===== src/rtl/apb_ctrl_pkg.sv =====
// Shared types and constants for the APB transfer controller:
// FSM state encoding, one-hot slave selects and the address decode field.
package apb_ctrl_pkg;

    typedef enum logic [1:0] {
        ST_IDLE   = 2'd0,
        ST_SETUP  = 2'd1,
        ST_ACCESS = 2'd2
    } state_t;

    localparam logic [2:0] SEL_S0   = 3'b001;
    localparam logic [2:0] SEL_S1   = 3'b010;
    localparam logic [2:0] SEL_S2   = 3'b100;
    localparam logic [2:0] SEL_NONE = 3'b000;

    localparam int DEC_HI = 27;
    localparam int DEC_LO = 26;

    // Field value 2'b11 has no slave behind it and maps to SEL_NONE.
    function automatic logic [2:0] decode_sel(input logic [1:0] field);
        logic [2:0] sel;
        case (field)
            2'b00:   sel = SEL_S0;
            2'b01:   sel = SEL_S1;
            2'b10:   sel = SEL_S2;
            default: sel = SEL_NONE;
        endcase
        return sel;
    endfunction

endpackage


===== src/rtl/apb_transfer_ctrl_if.sv =====
// Bus bundle between the AHB-side requester / APB slave and the controller.
// 'slave' is the controller's view, 'master' is the environment's view.
interface apb_transfer_ctrl_if #(
    parameter int ADDR_W = 32,
    parameter int DATA_W = 32
);
    logic              valid;
    logic              Hwrite;
    logic [ADDR_W-1:0] Haddr;
    logic [DATA_W-1:0] Hwdata;
    logic              Hreadyout;
    logic [DATA_W-1:0] Hrdata;
    logic              Hrvalid;

    logic              Pwrite;
    logic [2:0]        Pselx;
    logic              Penable;
    logic [ADDR_W-1:0] Paddr;
    logic [DATA_W-1:0] Pwdata;
    logic [DATA_W-1:0] Prdata;

    modport slave (
        input  valid, Hwrite, Haddr, Hwdata, Prdata,
        output Hreadyout, Hrdata, Hrvalid,
        output Pwrite, Pselx, Penable, Paddr, Pwdata
    );

    modport master (
        output valid, Hwrite, Haddr, Hwdata, Prdata,
        input  Hreadyout, Hrdata, Hrvalid,
        input  Pwrite, Pselx, Penable, Paddr, Pwdata
    );

endinterface


===== src/rtl/apb_addr_decode.sv =====
// Combinational peripheral decode: address field -> one-hot select plus
// a flag telling whether any slave lives at that address.
module apb_addr_decode
    import apb_ctrl_pkg::*;
(
    input  logic [1:0] field,
    output logic [2:0] sel,
    output logic       mapped
);

    always_comb begin
        sel    = decode_sel(field);
        mapped = (sel != SEL_NONE);
    end

endmodule


===== src/rtl/apb_transfer_ctrl.sv =====
// Sequences fixed two-cycle APB SETUP/ACCESS transfers from a one-entry
// pending buffer fed by the AHB side; read data is returned as Hrdata.
module apb_transfer_ctrl
    import apb_ctrl_pkg::*;
#(
    parameter int ADDR_W = 32,
    parameter int DATA_W = 32
) (
    input  logic                Hclk,
    input  logic                Hreset,
    apb_transfer_ctrl_if.slave  bus
);

    state_t            state;
    state_t            stateNext;

    logic              pendVld;
    logic              pendWrite;
    logic [ADDR_W-1:0] pendAddr;
    logic [DATA_W-1:0] pendWdata;
    logic [2:0]        pendSel;

    logic [2:0]        reqSel;
    logic              reqMapped;
    logic              accept;
    logic              loadPend;
    logic              captureRd;

    apb_addr_decode u_decode (
        .field  (bus.Haddr[DEC_HI:DEC_LO]),
        .sel    (reqSel),
        .mapped (reqMapped)
    );

    assign bus.Hreadyout = ~pendVld;
    assign accept        = bus.valid && ~pendVld;

    always_ff @(posedge Hclk) begin
        if (Hreset) begin
            state <= ST_IDLE;
        end else begin
            state <= stateNext;
        end
    end

    // Any edge leaving ACCESS completes a transfer; a waiting request is
    // loaded straight into SETUP so back-to-back transfers have no gap.
    always_comb begin
        stateNext = state;
        loadPend  = 1'b0;
        captureRd = 1'b0;
        case (state)
            ST_IDLE: begin
                if (pendVld) begin
                    stateNext = ST_SETUP;
                    loadPend  = 1'b1;
                end
            end
            ST_SETUP: begin
                stateNext = ST_ACCESS;
            end
            ST_ACCESS: begin
                captureRd = ~bus.Pwrite;
                if (pendVld) begin
                    stateNext = ST_SETUP;
                    loadPend  = 1'b1;
                end else begin
                    stateNext = ST_IDLE;
                end
            end
            default: begin
                stateNext = ST_IDLE;
            end
        endcase
    end

    // Unmapped requests are accepted but never enter the buffer.
    always_ff @(posedge Hclk) begin
        if (Hreset) begin
            pendVld   <= 1'b0;
            pendWrite <= 1'b0;
            pendAddr  <= '0;
            pendWdata <= '0;
            pendSel   <= SEL_NONE;
        end else if (accept && reqMapped) begin
            pendVld   <= 1'b1;
            pendWrite <= bus.Hwrite;
            pendAddr  <= bus.Haddr;
            pendWdata <= bus.Hwdata;
            pendSel   <= reqSel;
        end else if (loadPend) begin
            pendVld   <= 1'b0;
        end
    end

    // Paddr/Pwdata/Pwrite keep their last values while idle.
    always_ff @(posedge Hclk) begin
        if (Hreset) begin
            bus.Pwrite  <= 1'b0;
            bus.Pselx   <= SEL_NONE;
            bus.Penable <= 1'b0;
            bus.Paddr   <= '0;
            bus.Pwdata  <= '0;
            bus.Hrdata  <= '0;
            bus.Hrvalid <= 1'b0;
        end else begin
            bus.Hrvalid <= captureRd;
            if (captureRd) begin
                bus.Hrdata <= bus.Prdata;
            end
            if (loadPend) begin
                bus.Pselx   <= pendSel;
                bus.Pwrite  <= pendWrite;
                bus.Paddr   <= pendAddr;
                bus.Pwdata  <= pendWdata;
                bus.Penable <= 1'b0;
            end else if (state == ST_SETUP) begin
                bus.Penable <= 1'b1;
            end else if (state == ST_ACCESS) begin
                bus.Pselx   <= SEL_NONE;
                bus.Penable <= 1'b0;
            end
        end
    end

endmodule


===== src/flat_wrapper.sv =====
// flat-port wrapper written by rule: the top's interface ports become plain ports
module apb_transfer_ctrl_flat import apb_ctrl_pkg::*;
#(
    parameter int ADDR_W = 32,
    parameter int DATA_W = 32
)
  (Hclk, Hreset, bus_valid, bus_Hwrite, bus_Haddr, bus_Hwdata, bus_Prdata, bus_Hreadyout, bus_Hrdata, bus_Hrvalid, bus_Pwrite, bus_Pselx, bus_Penable, bus_Paddr, bus_Pwdata);
  apb_transfer_ctrl_if #(.ADDR_W(ADDR_W), .DATA_W(DATA_W)) bus_i ();
  input  logic Hclk;
  input  logic Hreset;
  input wire logic [$bits(bus_i.valid)-1:0] bus_valid;
  input wire logic [$bits(bus_i.Hwrite)-1:0] bus_Hwrite;
  input wire logic [$bits(bus_i.Haddr)-1:0] bus_Haddr;
  input wire logic [$bits(bus_i.Hwdata)-1:0] bus_Hwdata;
  input wire logic [$bits(bus_i.Prdata)-1:0] bus_Prdata;
  output wire logic [$bits(bus_i.Hreadyout)-1:0] bus_Hreadyout;
  output wire logic [$bits(bus_i.Hrdata)-1:0] bus_Hrdata;
  output wire logic [$bits(bus_i.Hrvalid)-1:0] bus_Hrvalid;
  output wire logic [$bits(bus_i.Pwrite)-1:0] bus_Pwrite;
  output wire logic [$bits(bus_i.Pselx)-1:0] bus_Pselx;
  output wire logic [$bits(bus_i.Penable)-1:0] bus_Penable;
  output wire logic [$bits(bus_i.Paddr)-1:0] bus_Paddr;
  output wire logic [$bits(bus_i.Pwdata)-1:0] bus_Pwdata;
  assign bus_i.valid = bus_valid;
  assign bus_i.Hwrite = bus_Hwrite;
  assign bus_i.Haddr = bus_Haddr;
  assign bus_i.Hwdata = bus_Hwdata;
  assign bus_i.Prdata = bus_Prdata;
  assign bus_Hreadyout = bus_i.Hreadyout;
  assign bus_Hrdata = bus_i.Hrdata;
  assign bus_Hrvalid = bus_i.Hrvalid;
  assign bus_Pwrite = bus_i.Pwrite;
  assign bus_Pselx = bus_i.Pselx;
  assign bus_Penable = bus_i.Penable;
  assign bus_Paddr = bus_i.Paddr;
  assign bus_Pwdata = bus_i.Pwdata;
  apb_transfer_ctrl #(.ADDR_W(ADDR_W), .DATA_W(DATA_W)) u_core (.Hclk(Hclk), .Hreset(Hreset), .bus(bus_i));
endmodule

===== config.mk =====
export PLATFORM = sky130hd
export DESIGN_NAME = apb_transfer_ctrl_flat
export DESIGN_NICKNAME = d
export VERILOG_FILES = /design/src/rtl/apb_ctrl_pkg.sv /design/src/rtl/apb_transfer_ctrl_if.sv /design/src/rtl/apb_addr_decode.sv /design/src/rtl/apb_transfer_ctrl.sv /design/src/flat_wrapper.sv
export SDC_FILE = /design/constraint.sdc
export NUM_CORES = 1
export LEC_CHECK = 0
export CAP_MARGIN = 20
export CORE_MARGIN = 2
export CORE_UTILIZATION = 40
export CTS_CLUSTER_SIZE = 40
export DETAILED_ROUTE_END_ITERATION = 10
export MAX_ROUTING_LAYER = met4
export PLACE_DENSITY = 0.71
export SLEW_MARGIN = 30
export SYNTH_ARGS = -nofsm -noshare
export SYNTH_HDL_FRONTEND = slang
export SYNTH_SLANG_ARGS = --single-unit

===== constraint.sdc =====
create_clock -name Hclk -period 1.87 [get_ports Hclk]
set_clock_uncertainty 0.2 [all_clocks]
set_input_delay 0.374 -clock Hclk [delete_from_list [all_inputs] [get_ports Hclk]]
set_output_delay 0.374 -clock Hclk [all_outputs]
set_load 0.01 [all_outputs]

# [After elaboration in Yosys (flattened, before gate mapping)]
# Cells that the tools add are included.
[totals] register_bits=173 latch_bits=0 ram_bits=0 romBits=0 output_inout_bits=103 memories=0
[op_classes] addsub=0 n_mul=0 div_mod_pow=0 order_cmp=0 eq_ne=6 shifts=0 muxes=14 bitwise_logic=2 reduce_logical=11
[op_table] cell="$mux W3" n=3
[op_table] cell="$pmux W3 S3" n=1
[op_table] cell="$mux W1" n=8
[op_table] cell="$pmux W2 S3" n=1
[op_table] cell="$reduce_bool A2 Y1" n=3
[op_table] cell="$eq A2 B1 Y1 const B" n=2
[op_table] cell="$eq A2 B2 Y1 const B" n=2
[op_table] cell="$logic_not A2 Y1" n=2
[op_table] cell="$ne A2 B1 Y1 const B" n=2
[op_table] cell="$reduce_or A2 Y1" n=2
[op_table] cell="$reduce_bool A3 Y1" n=1
[op_table] cell="$logic_and A1 B1 Y1" n=2
[op_table] cell="$mux W2" n=1
[op_table] cell="$not A1 Y1" n=2
[op_table] cell="$reduce_and A2 Y1" n=1

# [Logic depth before layout (Yosys ltp)]
[depth] ltp_word=5 mapped_depth=7 ltp_nobuf=5

# [Cells and area by module]
# A second synthesis with hierarchy kept.
[unflattened] cells_unflattened=759 hier_area_um2=6115.9
[by_module_without_submodules] mod="apb_transfer_ctrl" n_inst=1 cells_per_inst=755 area_per_inst_um2=6093.3 seq_area_each_um2=3463.3
[by_module_without_submodules] mod="apb_addr_decode" n_inst=1 cells_per_inst=4 area_per_inst_um2=22.5 seq_area_each_um2=0.0

# [Worst setup path before layout]
# No wires, ideal clock.
[synth_path] path_type="register -> register" startpoint="register u_core.state[0]" endpoint="register u_core.bus.Hrdata[22]" t_arrival_ps=1422 slack_ps=178 stages_incl_launch_ff=8 path_buffers=2 path_cell_list="dfxtp_1 inv_1 ha_1 nand2b_1 clkbuf_1 clkbuf_1 nand2_1 a21oi_1"
[synth_between] elab_chain_cells=2
[synth_lines] item="start: declaration" line_no="apb_transfer_ctrl.sv:14" text="state_t state;"
[synth_lines] item="start signal: assignment" line_no="apb_transfer_ctrl.sv:42" text="state <= stateNext;"
[synth_lines] item="$eq A2 B2 Y1" line_no="apb_transfer_ctrl.sv:52" text="case (state)"
[synth_lines] item="$mux W1" line_no="apb_transfer_ctrl.sv:52"
[synth_lines] item="end signal: assignment" line_no="apb_transfer_ctrl.sv:109" text="bus.Hrdata <= bus.Prdata;"
[synth_lines] item="end: declaration" line_no="apb_transfer_ctrl_if.sv:24" text="output Hreadyout, Hrdata, Hrvalid,"
# No other way between the ends.
# A chain may end at the register's enable or synchronous reset.

# [Worst setup path after layout]
[layout_path] startpoint="register u_core.state[1]" endpoint="register u_core.bus.Pwdata[14]"
[layout_between] elab_chain_cells=3
[layout_lines] item="$eq A2 B2 Y1 or $logic_not A2 Y1 (tied branches)" line_no="apb_transfer_ctrl.sv:52"
[layout_lines] item="$reduce_or A2 Y1 (no source line) (*)"
[layout_lines] item="$mux W1 (*)"
[layout_lines] item="end signal: assignment" line_no="apb_transfer_ctrl.sv:115" text="bus.Pwdata <= pendWdata;"
[layout_lines] item="end: declaration" line_no="apb_transfer_ctrl_if.sv:25" text="output Pwrite, Pselx, Penable, Paddr, Pwdata"
# Every way passes the cells marked *; elsewhere a longest branch is shown, timed or not.

==> run_results.csv <==
group,metric,value,unit
hold_path,min_path_type,"flip-flop to flip-flop",
logic_synthesis,synthCells,769,
cells_and_area,multiInputGateArea,2470,sq um
pwr,ir_worst_vdd,0.580,mV
cells_and_area,fin_nets,1053,
hold_path,hold_start,"u_core.pendWdata[12]$_SDFFE_PP0P_",
cts,path_clk_slew,60,ps
global_routing,grt_use_met2,33.1,%
logic_synthesis,synth_top_area_share,55.4,%
pwr,leakage,3.93,nW
placed_design,dp_cells,1135,
cells_and_area,fillers,1384,
cells_and_area,fin_cells,1172,
global_routing,grt_max_degree,75,
logic_synthesis,yosysTopAreaCell,"dfxtp_1",
logic_synthesis,yosysWarnings,0,
hold_path,worstHoldPathCells,2,
cells_and_area,seqCellArea,3460,sq um
logic_synthesis,synth_area,6250,sq um
logic_synthesis,ys_ff_latch,173,
cells_and_area,syn2layout_area_growth,46.2,%
hold_path,min_to,"u_core.bus.Pwdata[12]$_SDFFE_PP0P_",
routing,firstDrtPassIters,4,
global_routing,grt_pass1_wl,26.8,mm
setup_path,crit_required,2010,ps
cells_and_area,drive_gt1_share,6.76,%
pwr,seqPwrFrac,45.9,%
timing,setup_viol,0,
placed_design,dp_hpwl,10.9,mm
floorplan,dieHeight,129,microns
logic_synthesis,syn_nets,874,
global_routing,overflow,0,
setup_path,crit_path_end_kind,"flip-flop",
routing,wl_per_cell,14.4,microns
global_routing,grt_antenna_before_repair,0,
logic_synthesis,synth_cell_types,28,
placed_design,port_buffers,202,
global_routing,grt_pass1_vias,5509,
global_routing,grt-busiest-layer,"met2",
cts,clock-sinks,173,
setup_path,reg2reg_slack,120,ps
timing,slew-limit-headroom,65.5,%
floorplan,initial_utilization,41.0,%
pwr,power.internal,6.49,mW
setup_path,critPathLaunchType,"flip-flop",
status,status,"complete, no violations",
timing,hold_violations,0,
routing,drc,0,
routing,drtIter0Drc,421,
global_routing,grt_usage,20.6,%
timing,fin_crit_sh,93.6,%
routing,postRouteAntennaNets,0,
routing,via_per_inst,4.98,
routing,drt-total-wl,16.9,mm
cts,clock_path_buffers,2,
floorplan,chipWidth,129,microns
job,max_cap_violations,0,
timing,hold_ws,245,ps
pwr,p_switching,2.01,mW
cts,ctsHtreeMaxLevel,4,
routing,vias,5839,
pwr,powerDensity,930,nW/um^2
logic_synthesis,synth_area_leaders,"dfxtp_1, a21oi_1, nand2_1",
floorplan,dieArea,16700,sq um
floorplan,coreArea,15300,sq um
cts,cts_tree,"built",
setup_path,worstPathArrival,1890,ps
pwr,p_sw_share,23.7,%
logic_synthesis,synth_area_per_cell,8.13,sq um
pwr,p_comb_share,11.9,%
timing,fin_crit,1750,ps
logic_synthesis,yosysSeqAreaShare,55.4,%
setup_path,rr_worst_depth,7,
cts,cts_made_buffers,17,
floorplan,row_count,45,
global_routing,gr-usage-met1,26.2,%
floorplan,pin_count,203,
pwr,clkPwrFrac,42.1,%
setup_path,worst-path-max-fanout,20,
cts,clock_latency,410,ps
setup_path,path_class,"flip-flop to flip-flop",
timing,maxSlewViolCount,0,
global_routing,globalRouteMet3Util,4.62,%
timing,fmax,571,MHz
placed_design,gp_congestion,0.768,
setup_path,critical_path.reg2reg.endpoint,"u_core.bus.Pwdata[14]$_SDFFE_PP0P_",
cells_and_area,antennaDiodeCount,0,
timing,worstMarginPinSlew,517,ps
cts,cts-root-buf,"clkbuf_16",
setup_path,rr_startpoint,"u_core.state[1]$_SDFFE_PP0P_",
power by group through the flow:
stage / Clock, mW / Sequential [mW] / Combinational, mW
6_report: 3.58 / 3.90 / 1.01
5_1_grt: 3.81 / 3.92 / 1.12
4_1_cts: 3.66 / 3.90 / 1.00
3_5_place_dp: 0 / 3.99 / 1.03
3_3_place_gp: 0 / 3.98 / 1.02
2_1_floorplan: 0 / 4.00 / 0.485
layout by cell type (no fill, tap or decap), types with 4 or more instances in the layout:
cell	count
nand2_1	198
nor2_1	4
buf_4	17
buf_12	10
ha_1	5
nand3_1	64
clkbuf_16	18
dfxtp_1	172
a21oi_1	163
dlygate4sd2_1	82
clkdlybuf4s50_1	98
dlymetal6s2s_1	21
o21ai_0	68
worst max-delay path by stage:
| stage | slack (ps) | end | start |
|---|---|---|---|
| finish | 120 | u_core.bus.Pwdata[14]$_SDFFE_PP0P_ | u_core.state[1]$_SDFFE_PP0P_ |
| global route | -0.7 | u_core.bus.Paddr[28]$_SDFFE_PP0P_ | u_core.state[1]$_SDFFE_PP0P_ |
| CTS | 0.6 | bus_Pwdata[24] | u_core.bus.Pwdata[24]$_SDFFE_PP0P_ |
| detailed placement | -80 | u_core.pendSel[1]$_SDFFE_PP0P_ | bus_Haddr[27] |
| global placement | -80 | u_core.pendSel[0]$_SDFFE_PP0P_ | bus_Haddr[26] |
| floorplan | 180 | u_core.bus.Hrdata[22]$_SDFFE_PP0P_ | u_core.state[0]$_SDFFE_PP0P_ |
registers in the layout (all words and copies together), names as in the netlist, 2 cells and up:
signal	cells
u_core.bus.Hrdata	32
u_core.bus.Paddr	32
u_core.bus.Pwdata	32
u_core.pendAddr	32
u_core.pendWdata	32
u_core.bus.Pselx	3
u_core.pendSel	3
u_core.state	2
per-stage QoR:
step / TNS, ps / worst slack (ps) / instance area [sq um] / util [%] / total power, mW
3_5_place_dp: -3270 / -82.4 / 8540 / 55.9 / 5.01
3_3_place_gp: -1790 / -75.6 / 8540 / 55.9 / 5.01
2_1_floorplan: 0 / 178 / 6250 / - / 4.48
6_report: 0 / 120 / 9150 / 59.9 / 8.50
4_1_cts: 0 / 0.564 / 9040 / 59.3 / 8.56
5_1_grt: -0.735 / -0.735 / 9150 / 59.9 / 8.85
cell families (layout without fill, tap and decap cells):
family          Yosys count  after routing  synth area share (%)
flops                   173            173                  55.4
fa+ha+maj                 5              5                  1.00
simple gates            275            275                  18.2
buf+inv                  74            266                  5.42
compound gates          240            240                  19.7
mux                       2              2                 0.320
area by class of cell:
cell class	instances	area share, %
Inverter	4	0.164
Timing Repair Buffer	230	25.4
Clock inverter	10	1.50
Sequential cell	173	37.9
Tap cell	211	2.89
Multi-Input combinational cell	522	27.1
Clock buffer	22	5.08
metal layers:
metal,share of wire (%),vias to the layer above
met2,47,192
li1,-,2943
met4,1.4,0
met5,0,-
met3,6.3,18
met1,46,2686
cell usage after synthesis, drive strengths merged:
library cell / n
ha: 5
o21ai: 69
inv: 4
a21bo: 1
o21a: 2
a21boi: 1
dfxtp: 173
a22o: 3
buf: 32
mux2i: 2
a211oi: 1
nor3: 2
nor2b: 2
clkbuf: 38
nor2: 4
nand2: 198
nand4: 2
or4: 1
a21oi: 163
nand3: 64
nand2b: 1
or3: 1
worst max-delay path: stages, from the launching register on:
cell	delay [ps]
dfxtp_1	370
inv_1	90
ha_1	270
o21ai_4	190
buf_4	170
clkbuf_16	190
nand2_1	70
a21oi_1	120
timing repair:
action / 4_1_cts / 5_1_grt
endpoints found under the hold margin: 1 / 0
cloned: 0 / 1
resized for setup: 82 / 21
buffers inserted: 0 / 3
pin swaps: 0 / 1
hold buffers: 1 / 0
setup endpoints to repair: 82 / 30
No activity file was read; power rests on OpenSTA's default activity.
